`src/rtl/jb_prach_fft_mem_read_if.sv`:
```
// AXI4-stream bundle carrying FFT input samples (tdata = {I,Q}, tuser = antenna id).
interface jb_axi4_stream_if #(
  parameter int DATA_W = 32,
  parameter int USER_W = 2
) ();
  logic [DATA_W-1:0] tdata;
  logic [USER_W-1:0] tuser;
  logic              tvalid;
  logic              tready;
  logic              tlast;

  modport master (output tdata, output tuser, output tvalid, output tlast, input tready);
  modport slave  (input tdata, input tuser, input tvalid, input tlast, output tready);
endinterface

```
`src/rtl/jb_prach_fft_mem_read.sv`:
```
// PRACH FFT sample-buffer read side: waits for one CP-stripped symbol in the FIFO, then
// streams it to the FFT core through a 2-entry skid buffer. Optional status: JB_PRACH_FFT_RD_STATUS_EN.
module jb_prach_fft_mem_read #(
  parameter int USR_ID_BW    = 2,
  parameter int PRECISION    = 16,
  parameter int MAX_FFT_LOG2 = 12
) (
  input  logic                      clk,
  input  logic                      reset,
  input  logic                      clk_en,
  input  logic [MAX_FFT_LOG2:0]     fft_len,
  input  logic                      sub_frame_mrkr,
  input  logic [2*PRECISION-1:0]    fifo_rdata,
  input  logic [USR_ID_BW-1:0]      fifo_ruser,
  input  logic [MAX_FFT_LOG2:0]     fifo_count,
  input  logic                      fifo_empty,
  output logic                      fifo_rden,
  jb_axi4_stream_if.master          IFP_fft_out,
  output logic                      busy,
  output logic [3:0]                sym_cnt,
  output logic                      underflow
`ifdef JB_PRACH_FFT_RD_STATUS_EN
  ,
  output logic [15:0]               frame_cnt,
  output logic [15:0]               max_stall
`endif
);

  localparam int CW = MAX_FFT_LOG2 + 1;
  localparam int DW = 2 * PRECISION;

  typedef enum logic [1:0] {
    S_IDLE,
    S_WAIT_FILL,
    S_READ,
    S_DRAIN
  } state_t;

  state_t              state;
  logic [CW-1:0]       len_q;
  logic [CW-1:0]       rd_cnt;
  logic [CW-1:0]       out_cnt;

  logic                rd_inflight;
  logic [DW-1:0]       skid_data [2];
  logic [USR_ID_BW-1:0] skid_user [2];
  logic                skid_wptr;
  logic                skid_rptr;
  logic [1:0]          skid_occ;

  logic                tvalid_i;
  logic                tlast_i;
  logic                beat;
  logic                last_beat;
  logic [1:0]          slots_used;
  logic                rd_issue;

  assign tvalid_i  = (skid_occ != 2'd0);
  assign tlast_i   = tvalid_i && (out_cnt == len_q - CW'(1));
  assign beat      = clk_en && tvalid_i && IFP_fft_out.tready;
  assign last_beat = beat && tlast_i;

  // Slots counted as they will stand after this cycle's pop, so a steady tready=1 never bubbles.
  assign slots_used = skid_occ + {1'b0, rd_inflight} - {1'b0, beat};

  assign rd_issue = reset && clk_en && (state == S_READ) && (rd_cnt < len_q)
                    && (slots_used < 2'd2) && !fifo_empty;
  assign fifo_rden = rd_issue;

  assign IFP_fft_out.tvalid = tvalid_i;
  assign IFP_fft_out.tdata  = skid_data[skid_rptr];
  assign IFP_fft_out.tuser  = skid_user[skid_rptr];
  assign IFP_fft_out.tlast  = tlast_i;

  // NOTE: sequential state uses non-blocking assignments so every flop samples pre-edge values.
  always_ff @(posedge clk) begin
    if (!reset) begin
      state   <= S_IDLE;
      len_q   <= '0;
      rd_cnt  <= '0;
      out_cnt <= '0;
      busy    <= 1'b0;
    end else if (clk_en) begin
      if (rd_issue) rd_cnt <= rd_cnt + CW'(1);
      if (beat)     out_cnt <= out_cnt + CW'(1);
      if (last_beat) busy <= 1'b0;
      case (state)
        S_IDLE: begin
          len_q <= fft_len;
          if (fft_len != '0) state <= S_WAIT_FILL;
        end
        S_WAIT_FILL: begin
          if (fifo_count >= len_q) begin
            rd_cnt  <= '0;
            out_cnt <= '0;
            busy    <= 1'b1;
            state   <= S_READ;
          end
        end
        S_READ: begin
          if (rd_cnt == len_q) state <= S_DRAIN;
        end
        S_DRAIN: begin
          if (out_cnt == len_q) state <= S_IDLE;
        end
        default: state <= S_IDLE;
      endcase
    end
  end

  // FIFO data is valid the cycle after the strobe; rd_inflight marks that capture slot.
  always_ff @(posedge clk) begin
    if (!reset) begin
      rd_inflight <= 1'b0;
      skid_wptr   <= 1'b0;
      skid_rptr   <= 1'b0;
      skid_occ    <= 2'd0;
    end else if (clk_en) begin
      rd_inflight <= rd_issue;
      if (rd_inflight) skid_wptr <= ~skid_wptr;
      if (beat)        skid_rptr <= ~skid_rptr;
      case ({rd_inflight, beat})
        2'b10:   skid_occ <= skid_occ + 2'd1;
        2'b01:   skid_occ <= skid_occ - 2'd1;
        default: skid_occ <= skid_occ;
      endcase
    end
  end

  // NOTE: skid storage has no reset; occupancy alone decides validity, so its contents never matter when empty.
  always_ff @(posedge clk) begin
    if (clk_en && rd_inflight) begin
      skid_data[skid_wptr] <= fifo_rdata;
      skid_user[skid_wptr] <= fifo_ruser;
    end
  end

  always_ff @(posedge clk) begin
    if (!reset) begin
      sym_cnt   <= 4'd0;
      underflow <= 1'b0;
    end else if (clk_en) begin
      if (rd_issue && fifo_empty) underflow <= 1'b1;
      if (sub_frame_mrkr)
        sym_cnt <= 4'd0;
      else if (last_beat && sym_cnt != 4'hF)
        sym_cnt <= sym_cnt + 4'd1;
    end
  end

`ifdef JB_PRACH_FFT_RD_STATUS_EN
  logic [15:0] stall_run;
  logic [15:0] stall_inc;

  assign stall_inc = (stall_run == 16'hFFFF) ? 16'hFFFF : stall_run + 16'd1;

  always_ff @(posedge clk) begin
    if (!reset) begin
      frame_cnt <= 16'd0;
      max_stall <= 16'd0;
      stall_run <= 16'd0;
    end else if (clk_en) begin
      if (last_beat) frame_cnt <= frame_cnt + 16'd1;
      if (tvalid_i && !IFP_fft_out.tready) begin
        stall_run <= stall_inc;
        if (stall_inc > max_stall) max_stall <= stall_inc;
      end else begin
        stall_run <= 16'd0;
      end
    end
  end
`endif

endmodule

```
`src/flat_wrapper.sv`:
```
// flat-port wrapper written by rule: the top's interface ports become plain ports
module jb_prach_fft_mem_read_flat 
#(
  parameter int USR_ID_BW    = 2,
  parameter int PRECISION    = 16,
  parameter int MAX_FFT_LOG2 = 12
)
  (clk, reset, clk_en, fft_len, sub_frame_mrkr, fifo_rdata, fifo_ruser, fifo_count, fifo_empty, fifo_rden, busy, sym_cnt, underflow, IFP_fft_out_tdata, IFP_fft_out_tuser, IFP_fft_out_tvalid, IFP_fft_out_tlast, IFP_fft_out_tready);
  jb_axi4_stream_if #(.DATA_W((32)), .USER_W((2))) IFP_fft_out_i ();
  input  logic clk;
  input  logic reset;
  input  logic clk_en;
  input  logic [MAX_FFT_LOG2:0] fft_len;
  input  logic sub_frame_mrkr;
  input  logic [2*PRECISION-1:0] fifo_rdata;
  input  logic [USR_ID_BW-1:0] fifo_ruser;
  input  logic [MAX_FFT_LOG2:0] fifo_count;
  input  logic fifo_empty;
  output logic fifo_rden;
  output logic busy;
  output logic [3:0] sym_cnt;
  output logic underflow;
  output wire logic [$bits(IFP_fft_out_i.tdata)-1:0] IFP_fft_out_tdata;
  output wire logic [$bits(IFP_fft_out_i.tuser)-1:0] IFP_fft_out_tuser;
  output wire logic [$bits(IFP_fft_out_i.tvalid)-1:0] IFP_fft_out_tvalid;
  output wire logic [$bits(IFP_fft_out_i.tlast)-1:0] IFP_fft_out_tlast;
  input wire logic [$bits(IFP_fft_out_i.tready)-1:0] IFP_fft_out_tready;
  assign IFP_fft_out_tdata = IFP_fft_out_i.tdata;
  assign IFP_fft_out_tuser = IFP_fft_out_i.tuser;
  assign IFP_fft_out_tvalid = IFP_fft_out_i.tvalid;
  assign IFP_fft_out_tlast = IFP_fft_out_i.tlast;
  assign IFP_fft_out_i.tready = IFP_fft_out_tready;
  jb_prach_fft_mem_read #(.USR_ID_BW(USR_ID_BW), .PRECISION(PRECISION), .MAX_FFT_LOG2(MAX_FFT_LOG2)) u_core (.clk(clk), .reset(reset), .clk_en(clk_en), .fft_len(fft_len), .sub_frame_mrkr(sub_frame_mrkr), .fifo_rdata(fifo_rdata), .fifo_ruser(fifo_ruser), .fifo_count(fifo_count), .fifo_empty(fifo_empty), .fifo_rden(fifo_rden), .IFP_fft_out(IFP_fft_out_i), .busy(busy), .sym_cnt(sym_cnt), .underflow(underflow));
endmodule
```
`config.mk`:
```
export PLATFORM = sky130hd
export DESIGN_NAME = jb_prach_fft_mem_read_flat
export DESIGN_NICKNAME = d
export VERILOG_FILES = /design/src/rtl/jb_prach_fft_mem_read_if.sv /design/src/rtl/jb_prach_fft_mem_read.sv /design/src/flat_wrapper.sv
export SDC_FILE = /design/constraint.sdc
export NUM_CORES = 1
export LEC_CHECK = 0
export ABC_AREA = 1
export CORE_ASPECT_RATIO = 0.5
export CORE_UTILIZATION = 57
export DETAILED_ROUTE_END_ITERATION = 8
export PLACE_DENSITY = 0.93
export SLEW_MARGIN = 5
export SYNTH_ARGS = -nofsm -noshare
export SYNTH_HDL_FRONTEND = slang
export SYNTH_SLANG_ARGS = --single-unit
```
`constraint.sdc`:
```
create_clock -name clk -period 9.35 [get_ports clk]
set_clock_uncertainty 0.1 [all_clocks]
set_input_delay 2.805 -clock clk [delete_from_list [all_inputs] [get_ports clk]]
set_output_delay 2.805 -clock clk [all_outputs]
set_load 0.01 [all_outputs]
```
# After elaboration in Yosys (flattened, before gate mapping)
# Memory sizes are Yosys's and may differ from the RTL's. A register that Yosys moved wholly into a read port is not among the register bits.
# Index checks and enable logic that the tools add are counted.
# W data, S select, Z words.
[classes]
eq_ne = 13
n_reduce_logical = 25
magnitude_cmp = 3
mux = 23
n_bitwise = 2
add_sub_neg = 8
[op_table]
columns = ["operator", "count"]
rows = [
  ["$mux W13", 6],
  ["$eq A13 B13 Y1", 3],
  ["$add A13 B1 Y13 const B", 2],
  ["$ge A13 B13 Y1", 1],
  ["$lt A13 B13 Y1", 1],
  ["$reduce_bool A13 Y1", 1],
  ["$sub A13 B1 Y13 const B", 1],
  ["$logic_and A1 B1 Y1", 12],
  ["$reduce_and A2 Y1", 6],
  ["$mux W1", 9],
  ["$mux W2", 4],
  ["$mux W4", 2],
  ["$pmux W2 S4", 1],
  ["$eq A2 B2 Y1 const B", 3],
  ["$ne A2 B1 Y1 const B", 3],
  ["$reduce_bool A2 Y1", 3],
  ["$reduce_and A5 Y1", 1],
  ["$add A4 B1 Y4 const B", 1],
  ["$eq A2 B1 Y1 const B", 2],
  ["$ne A4 B4 Y1 const B", 1],
  ["$pmux W2 S2", 1],
  ["$add A2 B1 Y2", 1],
  ["$add A2 B1 Y2 const B", 1],
  ["$logic_not A2 Y1", 1],
  ["6 further kinds", 7],
]
[totals]
input_bits = 66
regBits = 52
mem_count = 2
word_cells = 87
ramBits = 68
[mem_list]
columns = ["memory", "depth", "word_bits", "rd", "rd_clocked_by_memory_dff", "write_ports", "line", "source"]
rows = [
  ["u_core.skid_data", 2, 32, 1, 1, 1, "jb_prach_fft_mem_read.sv:45", "logic [DW-1:0] skid_data [2];"],
  ["u_core.skid_user", 2, 2, 1, 1, 1, "jb_prach_fft_mem_read.sv:46", "logic [USR_ID_BW-1:0] skid_user [2];"],
]

# Longest topological paths before layout
# Gate-level depths: netlist of run 1.
[logic_depth]
word_depth = 10
mapped_depth = 15
depth_no_buf = 15

# Worst setup path before layout of run 1
# OpenSTA, ideal clock, no wires.
[synth_timing]
path_kind = "in2out"
start = "input port IFP_fft_out_tready"
end = "output port fifo_rden"
cell_stages = 8
required_time_ns = 6.445
path_slack_ns = 2.284
arrival_time_ns = 4.161
cell_sequence = "nand3_4 > clkinv_1 > ha_1 > o21ai_0 > nand3_1 > nor3_1 > nand2_1 > inv_1"
[synth_between]
elab_chain_len = 5
[synth_lines]
columns = ["item", "line", "source"]
rows = [
  ["from (decl)", "flat_wrapper.sv:27", "input wire logic [$bits(IFP_fft_out_i.tready)-1:0] IFP_fft_out_tready;"],
  ["$logic_and A1 B1 Y1", "jb_prach_fft_mem_read.sv:60", "assign beat = clk_en && tvalid_i && IFP_fft_out.tready;"],
  ["$sub A2 B1 Y2", "jb_prach_fft_mem_read.sv:64", "assign slots_used = skid_occ + {1'b0, rd_inflight} - {1'b0, beat};"],
  ["$lt A2 B2 Y1", "jb_prach_fft_mem_read.sv:67", "&& (slots_used < 2'd2) && !fifo_empty;"],
  ["$logic_and A1 B1 Y1 (2 in series)", "jb_prach_fft_mem_read.sv:67", ""],
  ["to (decl)", "flat_wrapper.sv:19", "output logic fifo_rden;"],
]
# No other way between the ends.

# Final worst setup path of run 1
[layout_timing]
start = "input port clk_en"
end = "output port fifo_rden"
[layout_between]
elab_chain_len = 6
elab_cells_between_ends = 9
[layout_lines]
columns = ["item", "line", "source"]
rows = [
  ["from (decl)", "flat_wrapper.sv:12", "input logic clk_en;"],
  ["$logic_and A1 B1 Y1 (2 in series)", "jb_prach_fft_mem_read.sv:60", ""],
  ["$sub A2 B1 Y2", "jb_prach_fft_mem_read.sv:64", ""],
  ["$lt A2 B2 Y1", "jb_prach_fft_mem_read.sv:67", ""],
  ["$logic_and A1 B1 Y1 (*) (2 in series)", "jb_prach_fft_mem_read.sv:67", ""],
]
# Every way passes the cells marked *; elsewhere a longest branch is shown, timed or not.

==> results.md, run 1 <==
* Fin cells at 914
* PwrDens at 191 nW/um^2
* DP Area at 7430 sq um
* Global route total overflow at 0
* Synth top area share at 32.9%
* Clock transition at path regs at 60 ps
* Die height at 75.8 um
* H-tree depth at 4
* Hold crit path type: reg2reg
* Largest net degree at the start of global routing at 36
* Sink Count at 121
* Register area share after synthesis at 49.9%
* Mapped cell area at 6220 sq um
* Max-cap viol count at 0
* Measured slew at the worst slew-check pin at 1020 ps
* Vias per Instance at 5.62
* Type of origin of the critical path: input port
* Tot GR Track Use at 28.0%
* Worst hold slack at 338 ps
* Setup Crit Path Kind: in2out
* Most frequent cell after synthesis: nand2_1
* Synth Instances at 648
* Worst EP required at 6450 ps
* Top Ports at 109
* DR WL/cell at 17.1 um
* CP endpoint kind: output pin
* Cts hold-fix bufs at 0
* Final Max Slew Viols at 0
* Area grow syn2layout at 29.5%
* Post-synth top cells: nand2_1, edfxtp_1, nor2_1
* DRT Pass-1 Iters at 5
* CTS Root Cell: clkbuf_16
* Mean post-synth cell area at 9.59 sq um
* Tcrit/Tclk final at 92.5%
* Comb pwr share at 16.6%
* Post-Syn Nets at 750
* Core area at 10,400 sq um
* Final setup TNS at 0 ps
* Inserted Diodes at 0
* RePlAce Congestion at 0.933
* Initial Util at 59.7%
* Placement row count at 26
* Yosys warning count at 0
* Sw Share at 28.2%
* Worst skew pair latency at 410 ps
* Critical Path AT at 5750 ps
* Placed cells at 882
* Area leader, netlist: edfxtp_1
* Post-synth top flop: edfxtp_1
* Slew margin rel. at 31.6%
* RSZ-0062 raised after global routing: false
* Endpoints failing setup at 0
* Global-route wire length before repair at 23,900 um
* Pwr Total at 1.53 mW
* Number of global-route vias before repair at 4,966
* Max Clk Rate at 116 MHz
* Port Buf Inserts at 108
* CTS Buffer Depth at 2
* Fin crit period at 8650 ps
* Fraction of layout cells with a size suffix above 1 at 13.4%
* CTS Buf Count at 17
* Sequential share of power at 38.5%
* 1st-iter DRT viols at 301
* P_int at 1.10 mW
* Synth top area cells: edfxtp_1, dfxtp_1, ha_1
* Post-DRT Antenna Nets at 0
* Die Wd at 150 um
* Post-cts resize count at 0
* Die area at 11,400 sq um
* Post-synth EDFFs at 68
* NumNets Final at 863
* Status: finished, final reports clean
* Fin. Hold Viols at 0
* Switch Pwr at 433 uW
* Clock power share at 44.9%
* Async S/R FF share, synth at 0%
* Leak at 3.05 nW
* Count of cell types in the netlist at 39
* Post-CTS setup buffers at 0
* Crit path max fanout at 18
* Final WL at 15,600 um
* VDD IR-drop max at 0.000147 V
* CTS tree: yes
* Yosys reg bits at 121
* # DRC at 0
* Post-route cell area at 8050 sq um
* Hpwl dp at 10,800 um
* Antenna violations before repair at 0
* Vias at 5,141
final timing paths:
kind / to / from / slack, ps / depth (start not counted)
worst min-delay path: u_core.underflow / u_core.underflow / 340 / 2
worst min register to register: u_core.underflow / u_core.underflow / 340 / 2
worst max-delay path: fifo_rden / clk_en / 700 / 10
worst max register to register: u_core.rd_cnt[12] / u_core.skid_occ[0] / 6440 / 13
state kept, by name, indices dropped and copies added, names as in the netlist, 2 cells and up, named ones only:
| signal | count |
|---|---|
| u_core.skid_user | 4 |
| u_core.sym_cnt | 4 |
| u_core.skid_data | 64 |
| u_core.state | 2 |
| u_core.out_cnt | 13 |
| u_core.rd_cnt | 13 |
| u_core.len_q | 13 |
| u_core.skid_occ | 2 |
metal layers:
layer  vias up  global-route usage [%]  share of wire, %  wire [um]
li1       2438                       -                 -          -
met1      2415                    32.8                41       6440
met2       249                    49.2                48       7530
met3        39                    8.02               8.2       1280
met4         0                    12.5               2.4        377
met5         -                       0                 0          0
area by class of cell:
| class | instances | area (sq um) |
|---|---|---|
| Clock buffer | 17 | 425 |
| Fill cell | 635 | 2360 |
| Tap cell | 140 | 175 |
| Timing Repair Buffer | 110 | 1100 |
| Clock inverter | 15 | 189 |
| Inverter | 61 | 229 |
| Sequential cell | 121 | 3100 |
| Multi-Input combinational cell | 450 | 2830 |
worst max-delay path, stage by stage:
cell             delay [ps]
clkdlybuf4s50_1         460
nand3_4                 140
clkinv_1                300
ha_1                    440
o21ai_0                 170
nand3_1                  80
nor3_1                  140
nand2_1                 340
inv_1                   280
clkdlybuf4s50_1         580
stage by stage:
step                util (%)  worst slack, ps
floorplan                  -             2280
global placement        71.4              881
detailed placement      71.4              781
CTS                     77.3              763
global route            77.3              546
finish                  77.3              698
power by group through the flow:
stage / clock network, mW / logic (mW) / registers (mW)
4_1_cts: 0.693 / 0.250 / 0.591
3_3_place_gp: 0 / 0.236 / 0.601
2_1_floorplan: 0 / 0.170 / 0.598
6_report: 0.690 / 0.254 / 0.591
5_1_grt: 0.718 / 0.280 / 0.593
3_5_place_dp: 0 / 0.248 / 0.602
cell usage in the layout, fill, tap and decap left out, drive strengths merged, types with 29 or more instances in the layout:
| cell | n |
|---|---|
| inv | 66 |
| mux2 | 34 |
| edfxtp | 68 |
| ha | 36 |
| nand3 | 33 |
| nor2 | 75 |
| nand2 | 115 |
| clkdlybuf4s50 | 108 |
| o21ai | 29 |
| dfxtp | 53 |
| a21oi | 41 |
kinds of logic after synthesis:
kind of cell	after synthesis	share of synthesized area [%]
simple gates	272	20.8
flops	121	49.9
buf+inv	77	4.77
compound gates	75	6.32
fa+ha+maj	36	7.25
mux	34	6.16
xor+xnor	33	4.77
Power figures use the tool's default switching activity.
==> run 2: changes to the inputs <==
==> constraint.sdc (replaced) <==
create_clock -name clk -period 9.35 [get_ports clk]
set_clock_uncertainty 0.1 [all_clocks]
set_input_delay 2.3375 -clock clk [delete_from_list [all_inputs] [get_ports clk]]
set_output_delay 2.3375 -clock clk [all_outputs]
set_load 0.01 [all_outputs]
==> run 2 against run 1 <==
Against the previous run:
- sequential share of layout area rose by 0.19 points
- first-iteration DRC count rose by 31%
- count of clock-buffer cells in the layout did not move
- critical path depth did not move
- die area did not move
- global-route usage fell by 0.72 points
- combinational power barely moved
- core utilization fell by 0.38 points
- fmax rose by 7.0%
- wire length fell by 4.8%
- worst hold slack got worse by 14 ps
- critical path type unchanged
- highest routed layer unchanged
==> results.md, run 2 (synthesis results as in run 1) <==
* Critical Path AT at 5650 ps
* NumNets Final at 862
* CP endpoint kind: output pin
* CTS Root Cell: clkbuf_16
* Clock transition at path regs at 60 ps
* Post-cts resize count at 0
* Placed cells at 881
* RePlAce Congestion at 0.963
* Measured slew at the worst slew-check pin at 966 ps
* Final WL at 14,900 um
* Global route total overflow at 0
* 1st-iter DRT viols at 393
* Setup WS post-layout at 1260 ps
* Slew margin rel. at 35.5%
* Global-route wire length before repair at 23,000 um
* Hold EP: u_core.underflow
* Hold crit path type: reg2reg
* Leak at 3.04 nW
* Type of origin of the critical path: input port
* Number of global-route vias before repair at 4,687
* Final Core Density at 76.9%
* Sink Count at 121
* R2r endpoint: u_core.rd_cnt[1]
* Pre-CTS setup slack at 1370 ps
* Endpoints failing setup at 0
* Area grow syn2layout at 28.8%
* Post-CTS setup buffers at 0
* Fin crit period at 8090 ps
* Worst EP required at 6910 ps
* Top reg by flops: u_core.skid_data
* Status: finished, final reports clean
* Fin. Hold Viols at 0
* Die Wd at 150 um
* Inserted Diodes at 0
* Worst skew pair latency at 420 ps
* Tot GR Track Use at 27.3%
* RSZ-0062 raised after global routing: false
* CTS tree: yes
* Hpwl dp at 10,500 um
* VDD IR-drop max at 0.000112 V
* # DRC at 0
* Final setup TNS at 0 ps
* Most frequent cells in the layout: nand2_1, clkdlybuf4s50_1, edfxtp_1
* DR WL/cell at 16.3 um
* Largest net degree at the start of global routing at 36
* Max Clk Rate at 124 MHz
* Max-cap viol count at 0
* Max FFs per register at 64
* Reg-to-Reg Start: u_core.skid_occ[0]
* Post-DRT Antenna Nets at 0
* Die area at 11,400 sq um
* Cts hold-fix bufs at 0
* Filler cells at 635
* Top Ports at 109
* H-tree depth at 4
* Placement row count at 26
* Port Buf Inserts at 108
* Pwr Total at 1.49 mW
* PwrDens at 186 nW/um^2
* Vias at 5,053
* Cell count of the worst reg-to-reg path at 14
* Fraction of layout cells with a size suffix above 1 at 13.3%
* Die height at 75.8 um
* CTS Buf Count at 17
* Crit path max fanout at 18
* Setup Crit Path Kind: in2out
* Hold_sp: u_core.underflow
* Tcrit/Tclk final at 86.5%
* Initial Util at 59.7%
* Final Max Slew Viols at 0
* Core area at 10,400 sq um
* CTS Buffer Depth at 2
* Antenna violations before repair at 0
* DRT Pass-1 Iters at 5
* Fin cells at 913
* Vias per Instance at 5.53
* Reg-to-reg slack, setup at 6390 ps
* Hold path cells at 2
==> run 2: changes by cell type in the layout (fill, tap and decap cells not counted), sizes merged <==
| cell | previous run | this run |
|---|---|---|
| clkinvlp | 1 | 0 |
| clkinv | 6 | 9 |
| bufinv | 3 | 1 |
| buf | 2 | 1 |
==> run 2: per-layer routing <==
layer / routed length, um / share of wire, % / track usage [%] / up-vias
li1: - / - / - / 2441
met1: 6230 / 42 / 32.5 / 2330
met2: 7030 / 47 / 47.9 / 240
met3: 1250 / 8.4 / 7.43 / 42
met4: 367 / 2.5 / 11.2 / 0
met5: 0 / 0 / 0 / -
==> run 2: where the power goes <==
group          switching (mW)  total [mW]  internal (mW)
clock network           0.270       0.646          0.376
logic                   0.153       0.254          0.100
registers              0.0168       0.592          0.575
==> run 2: layout make-up <==
type | instances | area, sq um | share of cell area (%)
inverter | 61 | 229 | 2.86
sequential | 121 | 3100 | 38.7
clock inverter | 15 | 156 | 1.95
multi-input combinational | 450 | 2830 | 35.4
clock buffer | 17 | 425 | 5.31
tap | 140 | 175 | 2.19
timing repair buffer | 109 | 1090 | 13.6
==> run 2: worst max-delay path by stage <==
stage	startpoint	end	slack (ps)
global placement	clk_en	fifo_rden	1480
CTS	clk_en	fifo_rden	1310
finish	clk_en	fifo_rden	1260
floorplan	IFP_fft_out_tready	fifo_rden	3220
detailed placement	clk_en	fifo_rden	1370
global route	clk_en	fifo_rden	1050
==> run 2: metrics by stage <==
step	instance area, sq um	hold WS [ps]
finish	8010	324
global placement	7430	314
floorplan	6220	326
detailed placement	7430	317
CTS	8010	326
global route	8010	367
==> run 2: critical path: stages <==
cell	delay [ps]
clkdlybuf4s50_1	710
nand3_4	250
clkinv_1	300
ha_1	430
o21ai_0	180
nand3_1	90
nor3_1	130
nand2_1	350
inv_1	280
clkdlybuf4s50_1	570
